File: config.mk
export PLATFORM = sky130hd
export DESIGN_NAME = alu_cmd_sequencer
export DESIGN_NICKNAME = d
export VERILOG_FILES = /design/src/rtl/alu_cmd_sequencer.sv
export SDC_FILE = /design/constraint.sdc
export NUM_CORES = 1
export LEC_CHECK = 0
export ABC_AREA = 1
export CORE_MARGIN = 2
export CORE_UTILIZATION = 60
export DETAILED_ROUTE_END_ITERATION = 6
export PLACE_DENSITY = 0.86
export SYNTH_ARGS = -nofsm -noshare
export SYNTH_HDL_FRONTEND = slang
export SYNTH_SLANG_ARGS = --single-unit
File: constraint.sdc
create_clock -name clk -period 11.63 [get_ports clk]
set_input_delay 1.7445 -clock clk [delete_from_list [all_inputs] [get_ports clk]]
set_output_delay 1.7445 -clock clk [all_outputs]
set_load 0.01 [all_outputs]
File: src/rtl/alu_cmd_sequencer.sv
// Command sequencer in front of a combinational ALU: FIFO of tagged commands,
// one-at-a-time issue, and a registered response with valid/ready handshake.
// Optional statistics counters are enabled by defining ALU_SEQ_STATS_EN.
module alu_cmd_sequencer #(
  parameter int unsigned DEPTH = 4,
  parameter int unsigned TAG_W = 4
) (
  input  logic             clk,
  input  logic             rst_n,
  input  logic             cmd_valid,
  output logic             cmd_ready,
  input  logic [31:0]      cmd_a,
  input  logic [31:0]      cmd_b,
  input  logic [2:0]       cmd_op,
  input  logic [TAG_W-1:0] cmd_tag,
  output logic [31:0]      alu_A,
  output logic [31:0]      alu_B,
  output logic [2:0]       alu_op,
  input  logic [31:0]      alu_result,
  input  logic             alu_zero,
  output logic             rsp_valid,
  input  logic             rsp_ready,
  output logic [31:0]      rsp_result,
  output logic             rsp_zero,
`ifdef ALU_SEQ_STATS_EN
  output logic [31:0]      stat_issued,
  output logic [31:0]      stat_zero,
`endif
  output logic [TAG_W-1:0] rsp_tag
);

  localparam int unsigned PTR_W = (DEPTH > 1) ? $clog2(DEPTH) : 1;
  localparam int unsigned CNT_W = PTR_W + 1;

  if ((DEPTH < 2) || ((DEPTH & (DEPTH - 1)) != 0)) begin : g_depth_check
    $error("DEPTH must be a power of 2 and at least 2");
  end

  typedef struct packed {
    logic [31:0]      a;
    logic [31:0]      b;
    logic [2:0]       op;
    logic [TAG_W-1:0] tag;
  } entry_t;

  typedef enum logic [1:0] {StIdle, StIssue, StResp} state_e;

  state_e state_q, state_d;

  entry_t           mem_q [DEPTH];
  logic [PTR_W-1:0] wr_ptr_q, rd_ptr_q;
  logic [CNT_W-1:0] count_q, count_d;

  logic             push, pop, capture, rsp_clear, fifo_empty;
  entry_t           head, wr_entry;

  logic [31:0]      alu_a_q, alu_b_q;
  logic [2:0]       alu_op_q;
  logic [TAG_W-1:0] tag_q;

  logic             rsp_valid_q;
  logic [31:0]      rsp_result_q;
  logic             rsp_zero_q;
  logic [TAG_W-1:0] rsp_tag_q;

  // cmd_ready depends on the registered count only, so a full FIFO stays closed
  // even in a cycle where the head is popped.
  assign cmd_ready  = (count_q != CNT_W'(DEPTH));
  assign fifo_empty = (count_q == '0);
  assign push       = cmd_valid & cmd_ready;
  assign head       = mem_q[rd_ptr_q];

  always_comb begin
    wr_entry     = '0;
    wr_entry.a   = cmd_a;
    wr_entry.b   = cmd_b;
    wr_entry.op  = cmd_op;
    wr_entry.tag = cmd_tag;
  end

  always_comb begin
    state_d   = state_q;
    pop       = 1'b0;
    capture   = 1'b0;
    rsp_clear = 1'b0;
    unique case (state_q)
      StIdle: begin
        if (!fifo_empty) begin
          pop     = 1'b1;
          state_d = StIssue;
        end
      end
      StIssue: begin
        capture = 1'b1;
        state_d = StResp;
      end
      StResp: begin
        if (rsp_ready) begin
          rsp_clear = 1'b1;
          if (!fifo_empty) begin
            pop     = 1'b1;
            state_d = StIssue;
          end else begin
            state_d = StIdle;
          end
        end
      end
      default: state_d = StIdle;
    endcase
  end

  always_comb begin
    count_d = count_q;
    unique case ({push, pop})
      2'b10:   count_d = count_q + CNT_W'(1);
      2'b01:   count_d = count_q - CNT_W'(1);
      default: count_d = count_q;
    endcase
  end

  // Storage is not reset; occupancy is tracked by count_q and the pointers.
  always_ff @(posedge clk) begin
    if (push) begin
      mem_q[wr_ptr_q] <= wr_entry;
    end
  end

  always_ff @(posedge clk or negedge rst_n) begin
    if (!rst_n) begin
      state_q  <= StIdle;
      wr_ptr_q <= '0;
      rd_ptr_q <= '0;
      count_q  <= '0;
    end else begin
      state_q  <= state_d;
      count_q  <= count_d;
      if (push) wr_ptr_q <= wr_ptr_q + PTR_W'(1);
      if (pop)  rd_ptr_q <= rd_ptr_q + PTR_W'(1);
    end
  end

  always_ff @(posedge clk or negedge rst_n) begin
    if (!rst_n) begin
      alu_a_q  <= '0;
      alu_b_q  <= '0;
      alu_op_q <= '0;
      tag_q    <= '0;
    end else if (pop) begin
      alu_a_q  <= head.a;
      alu_b_q  <= head.b;
      alu_op_q <= head.op;
      tag_q    <= head.tag;
    end
  end

  always_ff @(posedge clk or negedge rst_n) begin
    if (!rst_n) begin
      rsp_valid_q  <= 1'b0;
      rsp_result_q <= '0;
      rsp_zero_q   <= 1'b0;
      rsp_tag_q    <= '0;
    end else begin
      if (capture) begin
        rsp_valid_q  <= 1'b1;
        rsp_result_q <= alu_result;
        rsp_zero_q   <= alu_zero;
        rsp_tag_q    <= tag_q;
      end else if (rsp_clear) begin
        rsp_valid_q  <= 1'b0;
      end
    end
  end

  assign alu_A      = alu_a_q;
  assign alu_B      = alu_b_q;
  assign alu_op     = alu_op_q;
  assign rsp_valid  = rsp_valid_q;
  assign rsp_result = rsp_result_q;
  assign rsp_zero   = rsp_zero_q;
  assign rsp_tag    = rsp_tag_q;

`ifdef ALU_SEQ_STATS_EN
  logic [31:0] stat_issued_q, stat_zero_q;

  // Both counters wrap naturally at 2^32.
  always_ff @(posedge clk or negedge rst_n) begin
    if (!rst_n) begin
      stat_issued_q <= '0;
      stat_zero_q   <= '0;
    end else begin
      if (pop)                stat_issued_q <= stat_issued_q + 32'd1;
      if (capture && alu_zero) stat_zero_q  <= stat_zero_q + 32'd1;
    end
  end

  assign stat_issued = stat_issued_q;
  assign stat_zero   = stat_zero_q;
`endif

endmodule

# After elaboration in Yosys (flattened, before gate mapping)
# Memory sizes are Yosys's and may differ from the RTL's. A register that Yosys moved wholly into a read port is not among the register bits.
# Index checks and enable logic that the tools add are counted.
# Widths: inputs -> output; s select.
# totals
n_memories,1
out_inout_bits,106
ff_bits,47
ramBits,284
wordCells,42
# classes
n_addsub,4
muxes,15
bitwise_logic,1
reduce_logical,6
eq_ne,7
# memory_table
name,words,width,read_ports,rd_clocked_by_memory_dff,write_ports,line,text
mem_q,4,71,1,1,1,50,entry_t mem_q [DEPTH];
# ops
op,n
$mux 1,10
$pmux 2 s3,1
$pmux 3 s2,1
$add 2x1->2 const B,2
$eq 2x1->1 const B,2
$eq 2x2->1 const B,2
$mux 2,2
$ne 2x2->1 const B,2
$reduce_bool 2->1,2
$add 3x1->3 const B,1
$logic_not 3->1,1
$ne 3x3->1 const B,1
$sub 3x1->3 const B,1
$logic_not 2->1,1
$pmux 1 s2,1
$reduce_and 2->1,1
$and 1x1->1,1
$logic_not 1->1,1

# Longest topological paths before layout
# depth
word_depth,6
ltp_mapped,12

# Least setup slack after synthesis
# Ideal clock, no wire load.
# synth_path
path_kind,input to register
startpoint,in cmd_valid
endpoint,"mem mem_q[0][0] (netlist bit), enable pin"
setup_slack_ns,6.251
setup_time_ns,0.501
cell_stages,2
t_required_ns,11.129
arrival_ns,4.879
path_cell_list,nand2_1 > nor2_1
# synth_via
elab_chain_len,3
# synth_rtl
item,line,text
start: declaration,10,"input logic cmd_valid,"
$and 1x1->1,70,assign push = cmd_valid & cmd_ready;
$mux 1,123,if (push) begin
$mux 1 (not written as such),124,mem_q[wr_ptr_q] <= wr_entry;
end: declaration,50,
# No other way between the ends.

# Worst setup path after layout
# layout_path
startpoint,in rsp_ready
endpoint,reg count_q[2]
# layout_via
elab_chain_len,4
word_cells_on_any_way,6
classes_between,eq/ne (2); mux (3); reduce/logical (1)
# layout_rtl
item,line,text
start: declaration,22,"input logic rsp_ready,"
$mux 1 (*),98,if (rsp_ready) begin
$pmux 1 s2 (*),86,unique case (state_q)
$eq 2x1->1 or $eq 2x2->1 (tied branches),114,"unique case ({push, pop})"
$pmux 3 s2 or $reduce_bool 2->1 (tied branches),n/a,
end signal: assignment,136,count_q <= count_d;
end: declaration,52,"logic [CNT_W-1:0] count_q, count_d;"
# Mark *: on every way between the ends. The rest lies on a longest branch, timed or not.
# A chain may end at the register's enable or synchronous reset.

==> impl_metrics.csv <==
group,metric,value,unit
layout,final_net_count,1946,
worst_setup_path,cp_max_fo,74,
pwr,power_density,264,nW/µm²
yosys,synth-seq-cells,402,
yosys,post_synth_main_area_contributors,"sky130_fd_sc_hd__edfxtp_1, sky130_fd_sc_hd__dfrtp_1, sky130_fd_sc_hd__nand2_1",
timing,setup_tns,0,ps
placement,port_buffers,213,
yosys,synthDominantCellAreaShare,0.516,
worst_setup_path,crit-reg2reg-capture,"alu_B[21]",
yosys,synth.yosys.seq_area_share,0.694,
timing,timing_max_transition_violations_final,0,
worst_setup_path,timing.critical_path.arrival,4280,ps
placement,pre_cts_ws,7210,ps
min_path,timing.hold.worst_path_depth,2,
min_path,timing.hold.worst.class,"reg2reg",
timing,finalHoldViolations,0,
yosys,synth_edf_count,284,
floorplanning,die_area,28900,µm²
route,route.vias.total,11400,
layout,regArea,11500,µm²
floorplanning,rows,60,
yosys,synth.cell_area,16500,µm²
yosys,postSynthCellCount,1636,
timing,postLayoutSetupSlackWorst,7780,ps
clock_tree,clk-insertion-delay-late,540,ps
timing,period_minus_slack,3850,ps
yosys,yosysTopAreaCell,"sky130_fd_sc_hd__edfxtp_1",
clock_tree,clock_tree.root_cell,"sky130_fd_sc_hd__clkbuf_16",
yosys,synthesized_netlist_net_count,1750,
placement,gpl.final_weighted_congestion,0.744,
timing,maxClockFrequency,259,MHz
global_routing,grt_antenna_before_repair,4,
route,post_drt_via_cell_ratio,5.15,
timing,slew_headroom,0.257,
pwr,total_power,5.33,mW
yosys,synth.avg_cell_area,10.1,µm²
timing,clock_skew,16.3,ps
clock_tree,hold_buffers,0,
route,dr.first_iter.drc_count,1110,
yosys,yosysMostFrequentCell,"sky130_fd_sc_hd__nand2_1",
flow_run,max_cap_viol_count,0,
layout,utilization,0.746,
yosys,synth_flop_cell,"sky130_fd_sc_hd__edfxtp_1",
clock_tree,clk_transition_reported_paths,60,ps
clock_tree,cts_setup_buffers,0,
global_routing,grt_start_max_net_pins,102,
global_routing,grt_pass1_wl,56100,µm
worst_setup_path,setup.worst_path.start_class,"input pin",
clock_tree,cts_buffers,40,
floorplanning,design.portCount,214,
layout,synthToLayoutAreaGrowth,22.0,%
yosys,post_synth_most_frequent_cells,"sky130_fd_sc_hd__nand2_1, sky130_fd_sc_hd__inv_1, sky130_fd_sc_hd__edfxtp_1",
clock_tree,ctsLongestPathBuffers,3,
route,firstDrtPassIters,6,
clock_tree,tritoncts_clock_tree,"built",
clock_tree,total_clock_sinks,402,
floorplanning,die_y,170,µm
global_routing,grt_pass1_vias,11600,
timing,finalSetupViolCount,0,
placement,dp.final_hpwl,19900,µm
worst_setup_path,r2r_start,"rd_ptr_q[0]",
pwr,ir_drop,0.187,mV
worst_setup_path,worstSetupStartpoint,"rsp_ready",
route,ant_nets,0,
worst_setup_path,timing.critical_path.to_type,"register",
worst_setup_path,ff2ff_setup_slack,8770,ps
route,post-route-drc-count,0,
worst_setup_path,r2r_cells,7,
global_routing,grtUsageTotal,0.248,
route,route.detailed.wl_per_inst,16.0,µm
clock_tree,post_cts_resize_count,0,
yosys,async_reset_ff_frac,0.294,
worst_setup_path,path_class,"in2reg",
clock_tree,h_tree_levels,2,
min_path,min-delay-start,"rsp_result[26]",
global_routing,grt_remaining_overflow,0,
timing,min_period_over_period,0.331,
route,wl,35400,µm
timing,tightestPinTransition,1110,ps
layout,layout.filler_cells,1635,
min_path,min_delay_worst_endpoint,"rsp_result[26]",
yosys,synth_cell_types,20,
status,status,"completed",
floorplanning,core_region_area,27000,µm²
floorplanning,start_util,0.612,
layout,multi_input_logic_area,3560,µm²
worst_setup_path,cp.required,12050,ps
layout,drive_above_1_share,0.0504,
floorplanning,floorplan.die.width,170,µm
timing,setup_repair_after_global_routing_missed_its_margin,"no",
yosys,yosys_warnings,0,
pwr,leakage,9.43,nW
## worst max-delay path by stage
stage / endpoint / slack, ps / depth (start not counted)
after floorplan: mem_q[0][0] / 6250 / 2
after global placement: count_q[2] / 7270 / 10
after detailed placement: count_q[2] / 7210 / 10
after CTS: count_q[2] / 7760 / 10
after global routing: count_q[2] / 7540 / 11
final: count_q[2] / 7780 / 10
## final cells by class
cell class,count,area share
Inverter,303,0.0565
Clock buffer,53,0.0573
Multi-Input combinational cell,862,0.177
Antenna cell,3,0.000372
Sequential cell,402,0.570
Timing Repair Buffer,223,0.109
Tap cell,341,0.0212
Clock inverter,21,0.00912
## sequential cells by signal, summed over array words and instances (netlist names), 2 cells and up
| register | count |
|---|---|
| rd_ptr_q | 2 |
| alu_A | 32 |
| alu_op | 3 |
| state_q | 2 |
| tag_q | 4 |
| rsp_tag | 4 |
| mem_q | 284 |
| wr_ptr_q | 2 |
| alu_B | 32 |
| count_q | 3 |
| rsp_result | 32 |
## cells in the final DEF, fill, tap and decap left out
cell,count
sky130_fd_sc_hd__edfxtp_1,284
sky130_fd_sc_hd__clkinv_2,11
sky130_fd_sc_hd__clkinv_4,3
sky130_fd_sc_hd__dfrtp_4,2
sky130_fd_sc_hd__xor2_1,3
sky130_fd_sc_hd__diode_2,3
sky130_fd_sc_hd__inv_2,6
sky130_fd_sc_hd__o21ai_1,1
sky130_fd_sc_hd__nor2_1,2
sky130_fd_sc_hd__o21ai_0,2
sky130_fd_sc_hd__fa_1,1
sky130_fd_sc_hd__buf_4,10
sky130_fd_sc_hd__nand3_4,1
sky130_fd_sc_hd__clkinvlp_4,3
sky130_fd_sc_hd__bufinv_16,2
sky130_fd_sc_hd__xnor2_1,1
sky130_fd_sc_hd__clkbuf_8,2
sky130_fd_sc_hd__clkinv_8,1
sky130_fd_sc_hd__dfrtp_1,116
sky130_fd_sc_hd__nor2_2,1
sky130_fd_sc_hd__inv_4,1
sky130_fd_sc_hd__buf_6,1
sky130_fd_sc_hd__clkbuf_16,44
sky130_fd_sc_hd__nand2_1,693
sky130_fd_sc_hd__nor2_4,5
sky130_fd_sc_hd__nand3_1,146
sky130_fd_sc_hd__ha_1,5
sky130_fd_sc_hd__nand3_2,1
sky130_fd_sc_hd__clkbuf_1,7
sky130_fd_sc_hd__clkdlybuf4s50_1,212
sky130_fd_sc_hd__clkinv_1,1
sky130_fd_sc_hd__inv_1,296
## through the flow
step	instance area [µm²]	hold WS, ps	std cells
2_1_floorplan	16500	449	1636
3_5_place_dp	18800	458	2131
4_1_cts	20200	474	2205
6_report	20200	468	2208
3_3_place_gp	18800	452	2131
5_1_grt	20200	485	2207
## logic make-up after synthesis
group                      after synthesis  synth area share
adders and majority gates                6           0.00499
and+or+nand+nor                        849             0.205
DFF                                    402             0.694
AOI/OAI and AO/OA                        3          0.000908
buffers and inverters                  372            0.0928
xor gates and xnor gates                 4           0.00212
## per-layer routing
metal  vias to the layer above  track usage  part of all wire
li1                       5438            -                 -
met1                      5379        0.299              0.38
met5                         -            0           0.00093
met2                       471        0.430              0.51
met4                         4        0.113             0.029
met3                        83       0.0547             0.081
## critical path: stages
cell and delay, ps:
sky130_fd_sc_hd__clkdlybuf4s50_1 500, sky130_fd_sc_hd__o21ai_1 140, sky130_fd_sc_hd__nor2_4 120, sky130_fd_sc_hd__buf_4 680, sky130_fd_sc_hd__ha_1 310, sky130_fd_sc_hd__inv_1 80, sky130_fd_sc_hd__fa_1 380, sky130_fd_sc_hd__nand2_1 80
sky130_fd_sc_hd__nand3_1 90, sky130_fd_sc_hd__xor2_1 150
## power by group
group / switching [mW] / leakage (nW) / internal [mW]
combinational: 1.14 / 4.73 / 0.711
clock: 0.531 / 0.657 / 0.750
sequential: 0.232 / 4.05 / 1.97
(Power assumes the default switching activity.)
